==> src/rtl/seg_scan_pkg.sv <==
// Shared types and constants for the multiplexed 7-segment scan controller.
// Optional build macro SEG_SCAN_LZB_EN is consumed by seg_scan_ctrl.
package seg_scan_pkg;

    typedef enum logic [1:0] {
        ST_IDLE = 2'd0,
        ST_GAP  = 2'd1,
        ST_SHOW = 2'd2
    } scan_state_e;

    // Largest supported digit count; the index register is sized for it.
    localparam int MAX_DIG = 8;
    localparam int IDX_W   = $clog2(MAX_DIG);

    localparam logic [MAX_DIG-1:0] AN_ALL_OFF = '1;

endpackage

==> src/rtl/seg_scan_prescaler.sv <==
// Slot timer: counts 0..DWELL-1 per digit slot and flags the slot end and
// whether the count being loaded this edge still lies inside the blanking gap.
module seg_scan_prescaler
    import seg_scan_pkg::*;
#(
    parameter int DWELL = 1000,
    parameter int BLANK = 16,
    parameter int CNT_W = 16
) (
    input  logic clk,
    input  logic rst_n,
    input  logic run_i,
    input  logic clr_i,
    output logic slot_end_o,
    output logic in_gap_o
);

    localparam logic [CNT_W-1:0] LAST_CNT = CNT_W'(DWELL - 1);
    localparam logic [CNT_W-1:0] GAP_LEN  = CNT_W'(BLANK);
    localparam logic [CNT_W-1:0] ONE      = CNT_W'(1);

    logic [CNT_W-1:0] cnt_q;
    logic [CNT_W-1:0] cnt_d;

    always_comb begin
        cnt_d      = cnt_q;
        slot_end_o = run_i && (cnt_q == LAST_CNT);
        if (clr_i) begin
            cnt_d = '0;
        end else if (run_i) begin
            cnt_d = (cnt_q == LAST_CNT) ? '0 : cnt_q + ONE;
        end
        // Looks ahead so the FSM can register GAP/SHOW for the next cycle.
        in_gap_o = (cnt_d < GAP_LEN);
    end

    always_ff @(posedge clk or negedge rst_n) begin
        if (!rst_n) begin
            cnt_q <= '0;
        end else begin
            cnt_q <= cnt_d;
        end
    end

endmodule

==> src/rtl/seg_scan_ctrl.sv <==
// Time-multiplexed scan controller for NDIG common-anode hex digits with a
// double-buffered frame. Define SEG_SCAN_LZB_EN for leading-zero blanking.
module seg_scan_ctrl
    import seg_scan_pkg::*;
#(
    parameter int NDIG  = 4,
    parameter int DWELL = 1000,
    parameter int BLANK = 16,
    parameter int CNT_W = 16
) (
    input  logic              clk,
    input  logic              rst_n,
    input  logic              en_i,
    input  logic [4*NDIG-1:0] digits_i,
    input  logic              load_i,
    output logic              load_ack_o,
    output logic [3:0]        val_o,
    output logic [NDIG-1:0]   an_n_o,
    output logic              frame_o
);

    localparam int                FW       = 4 * NDIG;
    localparam logic [IDX_W-1:0]  LAST_IDX = IDX_W'(NDIG - 1);
    localparam logic [IDX_W-1:0]  IDX_ONE  = IDX_W'(1);
    localparam logic [NDIG-1:0]   AN_OFF   = AN_ALL_OFF[NDIG-1:0];

    scan_state_e      state_q, state_d;
    logic [IDX_W-1:0] idx_q, idx_d;
    logic [FW-1:0]    disp_q, disp_d;
    logic [FW-1:0]    pend_q, pend_d;
    logic             pend_v_q, pend_v_d;
    logic [NDIG-1:0]  an_n_q, an_n_d;
    logic [3:0]       val_q, val_d;
    logic             ack_q, ack_d;
    logic             frame_q, frame_d;
    logic             commit;
    logic             lit;
    logic             slot_end;
    logic             in_gap;

`ifdef SEG_SCAN_LZB_EN
    logic [IDX_W-1:0] hi_q, hi_d;

    function automatic logic [IDX_W-1:0] hi_nz(input logic [FW-1:0] f);
        logic [IDX_W-1:0] h;
        h = '0;
        for (int k = 0; k < NDIG; k++) begin
            if (f[4*k +: 4] != 4'h0) h = IDX_W'(k);
        end
        return h;
    endfunction
`endif

    seg_scan_prescaler #(
        .DWELL (DWELL),
        .BLANK (BLANK),
        .CNT_W (CNT_W)
    ) u_presc (
        .clk        (clk),
        .rst_n      (rst_n),
        .run_i      (state_q != ST_IDLE),
        .clr_i      (state_q == ST_IDLE),
        .slot_end_o (slot_end),
        .in_gap_o   (in_gap)
    );

    // Slot sequencing; frame_d marks the first cycle of a digit-0 slot.
    always_comb begin
        state_d = state_q;
        idx_d   = idx_q;
        frame_d = 1'b0;
        case (state_q)
            ST_IDLE: begin
                idx_d = '0;
                if (en_i) begin
                    state_d = in_gap ? ST_GAP : ST_SHOW;
                    frame_d = 1'b1;
                end
            end
            ST_GAP, ST_SHOW: begin
                if (slot_end && !en_i) begin
                    state_d = ST_IDLE;
                    idx_d   = '0;
                end else begin
                    state_d = in_gap ? ST_GAP : ST_SHOW;
                    if (slot_end) begin
                        idx_d   = (idx_q == LAST_IDX) ? '0 : idx_q + IDX_ONE;
                        frame_d = (idx_q == LAST_IDX);
                    end
                end
            end
            default: begin
                state_d = ST_IDLE;
                idx_d   = '0;
            end
        endcase
    end

    // Display buffer only changes at a frame boundary; a load landing on the
    // boundary bypasses the pending buffer.
    always_comb begin
        disp_d   = disp_q;
        pend_d   = pend_q;
        pend_v_d = pend_v_q;
        ack_d    = 1'b0;
        commit   = frame_d && (pend_v_q || load_i);
        if (load_i) begin
            pend_d   = digits_i;
            pend_v_d = 1'b1;
        end
        if (commit) begin
            disp_d   = load_i ? digits_i : pend_q;
            pend_v_d = 1'b0;
            ack_d    = 1'b1;
        end
    end

`ifdef SEG_SCAN_LZB_EN
    always_comb begin
        hi_d = commit ? hi_nz(disp_d) : hi_q;
        lit  = (state_d == ST_SHOW) && (idx_d <= hi_d);
    end
`else
    always_comb begin
        lit = (state_d == ST_SHOW);
    end
`endif

    // Outputs are decoded from next state and registered, so pins never glitch.
    always_comb begin
        an_n_d = AN_OFF;
        val_d  = 4'h0;
        if (state_d != ST_IDLE) begin
            for (int k = 0; k < NDIG; k++) begin
                if (idx_d == IDX_W'(k)) val_d = disp_d[4*k +: 4];
            end
        end
        if (lit) begin
            for (int k = 0; k < NDIG; k++) begin
                if (idx_d == IDX_W'(k)) an_n_d[k] = 1'b0;
            end
        end
    end

    always_ff @(posedge clk or negedge rst_n) begin
        if (!rst_n) begin
            state_q  <= ST_IDLE;
            idx_q    <= '0;
            disp_q   <= '0;
            pend_q   <= '0;
            pend_v_q <= 1'b0;
            an_n_q   <= AN_OFF;
            val_q    <= 4'h0;
            ack_q    <= 1'b0;
            frame_q  <= 1'b0;
        end else begin
            state_q  <= state_d;
            idx_q    <= idx_d;
            disp_q   <= disp_d;
            pend_q   <= pend_d;
            pend_v_q <= pend_v_d;
            an_n_q   <= an_n_d;
            val_q    <= val_d;
            ack_q    <= ack_d;
            frame_q  <= frame_d;
        end
    end

`ifdef SEG_SCAN_LZB_EN
    always_ff @(posedge clk or negedge rst_n) begin
        if (!rst_n) begin
            hi_q <= '0;
        end else begin
            hi_q <= hi_d;
        end
    end
`endif

    assign an_n_o     = an_n_q;
    assign val_o      = val_q;
    assign load_ack_o = ack_q;
    assign frame_o    = frame_q;

endmodule

==> config.mk <==
export PLATFORM = sky130hd
export DESIGN_NAME = seg_scan_ctrl
export DESIGN_NICKNAME = d
export VERILOG_FILES = /design/src/rtl/seg_scan_pkg.sv /design/src/rtl/seg_scan_prescaler.sv /design/src/rtl/seg_scan_ctrl.sv
export SDC_FILE = /design/constraint.sdc
export NUM_CORES = 1
export LEC_CHECK = 0
export CAP_MARGIN = 25
export CORE_MARGIN = 2
export CORE_UTILIZATION = 43
export DETAILED_ROUTE_END_ITERATION = 10
export PLACE_DENSITY = 0.7
export SYNTH_ARGS = -nofsm -noshare
export SYNTH_HDL_FRONTEND = slang
export SYNTH_SLANG_ARGS = --single-unit
==> constraint.sdc <==
create_clock -name clk -period 3.7 [get_ports clk]
set_clock_uncertainty 0.2 [all_clocks]
set_input_delay 0.555 -clock clk [delete_from_list [all_inputs] [get_ports clk]]
set_output_delay 0.555 -clock clk [all_outputs]
set_load 0.02 [all_outputs]
* Yosys cells after proc, flatten, opt, wreduce, memory -nomap -nowiden *
Index checks and enable logic that the tools add are counted.

word-level totals
  output and inout bits = 10
  bits of input ports = 20
  word-level logic and storage cells = 62
  bits in registers = 64

cells by class
  $lt $le $gt $ge = 1
  add/subtract/negate cells = 2
  reductions and logical operators = 11
  equality and inequality tests = 8
  mux-type cells = 30

operators with widths
  operator                                               count
  2-to-1 mux 16 bit                                      5
  2-to-1 mux 4 bit                                       6
  adder 16 x 1 -> 16 bit, second input constant          1
  equality test 16 x 10 -> 1 bit, second input constant  1
  < comparator 16 x 5 -> 1 bit, second input constant    1
  2-to-1 mux 3 bit                                       4
  2-to-1 mux 1 bit                                       10
  equality test 3 x 2 -> 1 bit, second input constant    3
  2-to-1 mux 2 bit                                       3
  nonzero test 2 bit                                     3
  equality test 2 bit, second input constant             2
  case mux 2 bit (2 select lines)                        1
  adder 3 x 1 -> 3 bit, second input constant            1
  equality test 3 x 1 -> 1 bit, second input constant    1
  logical AND 1 bit                                      3
  zero test 3 bit                                        1
  equality test 2 x 1 -> 1 bit, second input constant    1
  zero test 2 bit                                        1
  case mux 1 bit (2 select lines)                        1
  OR reduction 2 bit                                     1
  zero test 1 bit                                        1
  logical OR 1 bit                                       1

* Longest topological paths before layout *
  word-level depth = 12
  gate-level depth with buffers = 10
  mapped depth without buffers = 9

* Hierarchy *
Synthesis repeated with hierarchy kept, for this count alone.

unflattened totals
  cell total of the unflattened synthesis = 253
  area, all modules = 3,093.0 µm²

modules (own cells, without submodules)
  module              area each (µm²)  instances  seq. area each (µm²)  cells an instance
  seg_scan_ctrl       1,976.9          1          1,206.2               142
  seg_scan_prescaler  1,116.1          1          400.4                 111

* Worst setup path before layout *
Ideal clock, no wire load.

  kind = register to register
  start = reg u_presc.cnt_q[0]
  end = reg val_q[2] (netlist: val_o[2])
  library setup time = 126 ps
  period minus slack after synthesis = 2,526 ps
  cell stages (with the launch flop) = 10
  setup slack = 1,174 ps
  required time = 3,374 ps
  arrival time = 2,200 ps
  path buffers = 2
  cells stage by stage = dfrtp_1 -> ha_1 -> and4bb_2 -> and4_1 -> buf_4 -> o21ai_2 -> buf_6 -> mux2_4 -> and2_1 -> o311a_1

between the ends
  word-level cells in the longest chain between the ends = 12
  elaborated cells between the ends (all ways) = 30
  those cells by class = 1 x add/sub; 1 x order compare; 4 x eq/ne; 19 x mux; 5 x reduce/logical

RTL lines
  element                                                       RTL line                                  RTL
  start, declared                                               seg_scan_prescaler.sv:22                  logic [CNT_W-1:0] cnt_q;
  start signal, assigned                                        seg_scan_prescaler.sv:41                  cnt_q <= cnt_d;
  equality test 16 x 10 -> 1 bit (*)                            seg_scan_prescaler.sv:27                  slot_end_o = run_i && (cnt_q == LAST_CNT);
  logical AND 1 bit (*)                                         seg_scan_prescaler.sv:27
  2-to-1 mux 1 bit / logical AND 1 bit (equally long branches)  seg_scan_ctrl.sv:86, seg_scan_ctrl.sv:81
  2-to-1 mux 1 bit (*)                                          seg_scan_ctrl.sv:81                       if (slot_end && !en_i) begin
  case mux 1 bit (2 select lines) (*)                           seg_scan_ctrl.sv:72                       case (state_q)
  logical AND 1 bit (*)                                         seg_scan_ctrl.sv:106                      commit = frame_d && (pend_v_q || load_i);
  2-to-1 mux 16 bit (*)                                         seg_scan_ctrl.sv:111                      if (commit) begin
  named net disp_d[2]                                           seg_scan_ctrl.sv:29                       logic [FW-1:0] disp_q, disp_d;
  2-to-1 mux 4 bit (*) (4 in series)                            seg_scan_ctrl.sv:135                      if (idx_d == IDX_W'(k)) val_d = disp_d[4*k +: 4];
  2-to-1 mux 4 bit (*)                                          seg_scan_ctrl.sv:133                      if (state_d != ST_IDLE) begin
  named net val_d[2]                                            seg_scan_ctrl.sv:33                       logic [3:0] val_q, val_d;
  end signal, assigned                                          seg_scan_ctrl.sv:163                      val_q <= val_d;
  end, declared                                                 seg_scan_ctrl.sv:33

Mark *: on every way through the listed nets, which the timed path passes. The rest lies on a longest branch.
A chain may end at the register's enable or synchronous reset.

* Worst setup path after layout *
  start = reg u_presc.cnt_q[0]
  end = reg val_q[3] (netlist: val_o[3])

between the ends
  elaborated cells between the ends (all ways) = 30
  those cells by class = 1 x add/sub; 1 x order compare; 4 x eq/ne; 19 x mux; 5 x reduce/logical

RTL lines
  element                                                       RTL line
  equality test 16 x 10 -> 1 bit (*)                            seg_scan_prescaler.sv:27
  logical AND 1 bit (*)                                         seg_scan_prescaler.sv:27
  2-to-1 mux 1 bit / logical AND 1 bit (equally long branches)  seg_scan_ctrl.sv:86, seg_scan_ctrl.sv:81
  2-to-1 mux 1 bit (*)                                          seg_scan_ctrl.sv:81
  case mux 1 bit (2 select lines) (*)                           seg_scan_ctrl.sv:72
  logical AND 1 bit (*)                                         seg_scan_ctrl.sv:106
  2-to-1 mux 16 bit (*)                                         seg_scan_ctrl.sv:111
  named net disp_d[7]                                           seg_scan_ctrl.sv:29
  2-to-1 mux 4 bit (*) (3 in series)                            seg_scan_ctrl.sv:135
  2-to-1 mux 4 bit (*)                                          seg_scan_ctrl.sv:133
  named net val_d[3]                                            seg_scan_ctrl.sv:33

Marked as above.

==> flow_metrics.py <==
metrics = {
    "outcome": {
        "outcome": "completed",
    },
    "grt": {
        "grt_first_pass_wirelength_um": 11360,
        "grt_pass1_vias": 2389,
        "grt_max_degree": 34,
        "antenna_found_initial": 0,
        "grt_use_total_pct": 17.42,
        "grt_overflow_total": 0,
    },
    "worst_setup_path": {
        "endpoint_kind": "flip-flop",
        "cp_max_fo": 20,
        "start_kind": "flip-flop",
        "worstSetupPathType": "flip-flop to flip-flop",
        "worst_ep_arrival_time_ns": 3.13,
        "worstPathRequired_ns": 3.71,
    },
    "final_layout": {
        "num-nets-final": 346,
        "area_growth_pct": 17.53,
        "final_cell_mix": "60 x dfrtp_1, 28 x clkdlybuf4s50_1, 27 x nor2_1",
        "drive_gt1_share_pct": 19.27,
        "antennaDiodeCount": 0,
        "fillerInstances": 666,
        "final_common_cell": "dfrtp_1",
        "fin_area_um2": 3791,
    },
    "logic_synthesis": {
        "ys_top_cells_by_area": "dfrtp_1 47%, mux2_2 7.3%, dfstp_2 3.3%, nor2_1 3.1%, xnor2_1 2.7%",
        "synth-seq-cells": 64,
        "synth-edff-count": 0,
        "ys.warnings.count": 0,
        "synthFlopType": "dfrtp_1",
        "syn-mean-instance-area_um2": 10.97,
        "synth_top_cell_by_area": "dfrtp_1",
        "yosysSeqAreaShare_pct": 49.81,
        "synth_top_area_share_pct": 46.55,
        "syn_area_um2": 3226,
        "synth_fp_nets": 318,
        "syn_inst": 294,
        "synthArstFlopShare_pct": 100.0,
        "synthDistinctLibCells": 58,
    },
    "route": {
        "top_layer": "met4",
        "wl_um": 6452,
        "drc": 0,
        "met2WireLength_um": 3177,
        "met3_length_um": 250,
        "drt_pass1_iterations": 4,
        "wl_per_cell_um": 15.15,
        "m1WireLength_um": 2893,
        "ant_nets": 0,
        "vias": 2268,
        "routed_via_density": 5.324,
        "drtIter0Drc": 117,
    },
    "cts": {
        "cts_tree": "yes",
        "path_clk_slew_ns": 0.07,
        "root_buffer": "clkbuf_8",
        "clk_latency_ns": 0.34,
        "hold_buffers": 0,
        "post-cts-setup-buffers": 0,
        "cts.path.max_buffers": 2,
        "cts_resized": 0,
        "clock-sinks": 64,
        "h-tree-depth": 3,
        "cts_buffers": 9,
    },
    "sta": {
        "max_freq_ghz": 0.3203,
        "finalSetupViolCount": 0,
        "max_slew_margin_pct": 38.24,
        "hold_violations": 0,
        "setup_ws_ns": 0.5783,
        "drv_slew": 0,
        "final.period_utilization_pct": 84.37,
        "rsz0062_at_grt": "false",
        "fin_setup_tns_ns": 0,
        "hold-worst-slack_ns": 0.06107,
        "fin_crit_ns": 3.122,
        "worstMarginPinSlew_ns": 0.9263,
    },
    "floorplanning": {
        "initial_core_util_pct": 44.47,
        "coreArea_um2": 7253,
        "pin_count": 30,
        "fp-row-count": 31,
        "die_x_um": 90.61,
        "dieHeight_um": 90.61,
        "die-area_um2": 8210,
    },
    "place": {
        "place_area_um2": 3576,
        "dp_slack_ns": 0.5150,
        "portBuffers": 29,
        "gp_congestion": 0.8689,
        "hpwl_um": 4673,
    },
    "flow_run": {
        "drv_cap": 0,
    },
    "pwr": {
        "power.static_leakage_nw": 1.687,
        "powerDensity_nw_per_um2": 379.6,
        "ir_drop_v": 0.0002321,
        "power.total_mw": 1.439,
    },
    "min_path": {
        "hold_path_class": "input port to asynchronous set/reset pin",
    },
}
## sequential cells by signal (all words and copies together) (netlist names)
register       flops
state_q            2
frame_o            1
pend_q            16
val_o              4
u_presc.cnt_q     16
an_n_o             4
load_ack_o         1
pend_v_q           1
idx_q              3
disp_q            16
## final timing paths
path,from,endpoint,slack [ns],cells past startpoint
worst max-delay path,u_presc.cnt_q[0],val_o[3],0.58,8
worst min-delay path,rst_n,disp_q[11],0.06,1
worst max register to register,u_presc.cnt_q[0],val_o[3],0.58,8
worst min register to register,disp_q[6],disp_q[6],0.28,2
max in group asynchronous,rst_n,state_q[0],2.51,2
min in group clk,disp_q[6],disp_q[6],0.28,2
## stage by stage
stage	utilization [%]	std cells
final	52.27	426
after global routing	52.27	426
after detailed placement	49.30	410
after global placement	49.30	410
after CTS	52.27	426
after floorplan	-	294
## critical path, cell delays in order, from the launching register on
cell,delay (ns)
dfrtp_1,0.42
ha_1,0.26
and4bb_2,0.25
and4_1,0.27
o21ai_2,0.75
mux2_2,0.43
nor2b_1,0.14
a221oi_2,0.18
a211oi_1,0.10
## cells in the mapped netlist (2+ instances only)
cell type and number:
or3_1 2, nand4_1 3, nand2b_1 2, mux2i_1 5
nor2_1 27, dfrtp_1 60, a211oi_1 5, and4_1 5
or2_2 2, nand3_1 7, xnor2_1 10, o211a_1 2
and2_1 3, o21ai_0 11, nor3_1 7, xor2_1 6
o21ai_1 3, mux2_1 2, nor2b_1 4, nand2_1 16
a221oi_2 3, buf_6 2, and3_1 4, a21oi_1 5
a2111oi_0 2, dfstp_2 4, buf_2 7, nor4_1 5
clkbuf_1 5, inv_1 16, o21ai_2 3, mux2_2 21
a31oi_1 4, nand3b_1 2, mux2_4 2, o31ai_1 2
ha_1 4
## routing by layer
layer | track usage (%) | vias up
met5 | 0 | -
met4 | 7.949 | 0
met3 | 3.923 | 13
met2 | 28.92 | 44
met1 | 21.66 | 1103
li1 | - | 1108
## cell families (layout without fill, tap and decap cells)
kind of cell	count (synthesis)	count (layout)	share of synthesized area, %
buf+inv	32	65	4.616
flops	64	64	49.81
compound gates	50	50	11.79
xor+xnor	16	16	4.344
simple gates	98	98	17.38
fa+ha+maj	4	4	1.552
mux	30	30	10.51
## report_power, final
group,internal [mW],total (mW),switching (mW),leakage [nW]
registers,0.717,0.721,0.00364,0.819
logic,0.0349,0.0678,0.0329,0.757
clock network,0.396,0.651,0.255,0.110
total,1.15,1.44,0.291,1.69
## layout make-up
type,instances,area (µm²),area share [%]
repair buffers,33,315.3,8.317
inverters,16,60.06,1.584
clock buffers,12,145.1,3.828
clock inverters,4,70.07,1.848
well taps,99,123.9,3.267
flip-flops and latches,64,1607,42.38
multi-input cells,198,1470,38.78
Note: power is estimated with default switching activity, not from simulation.
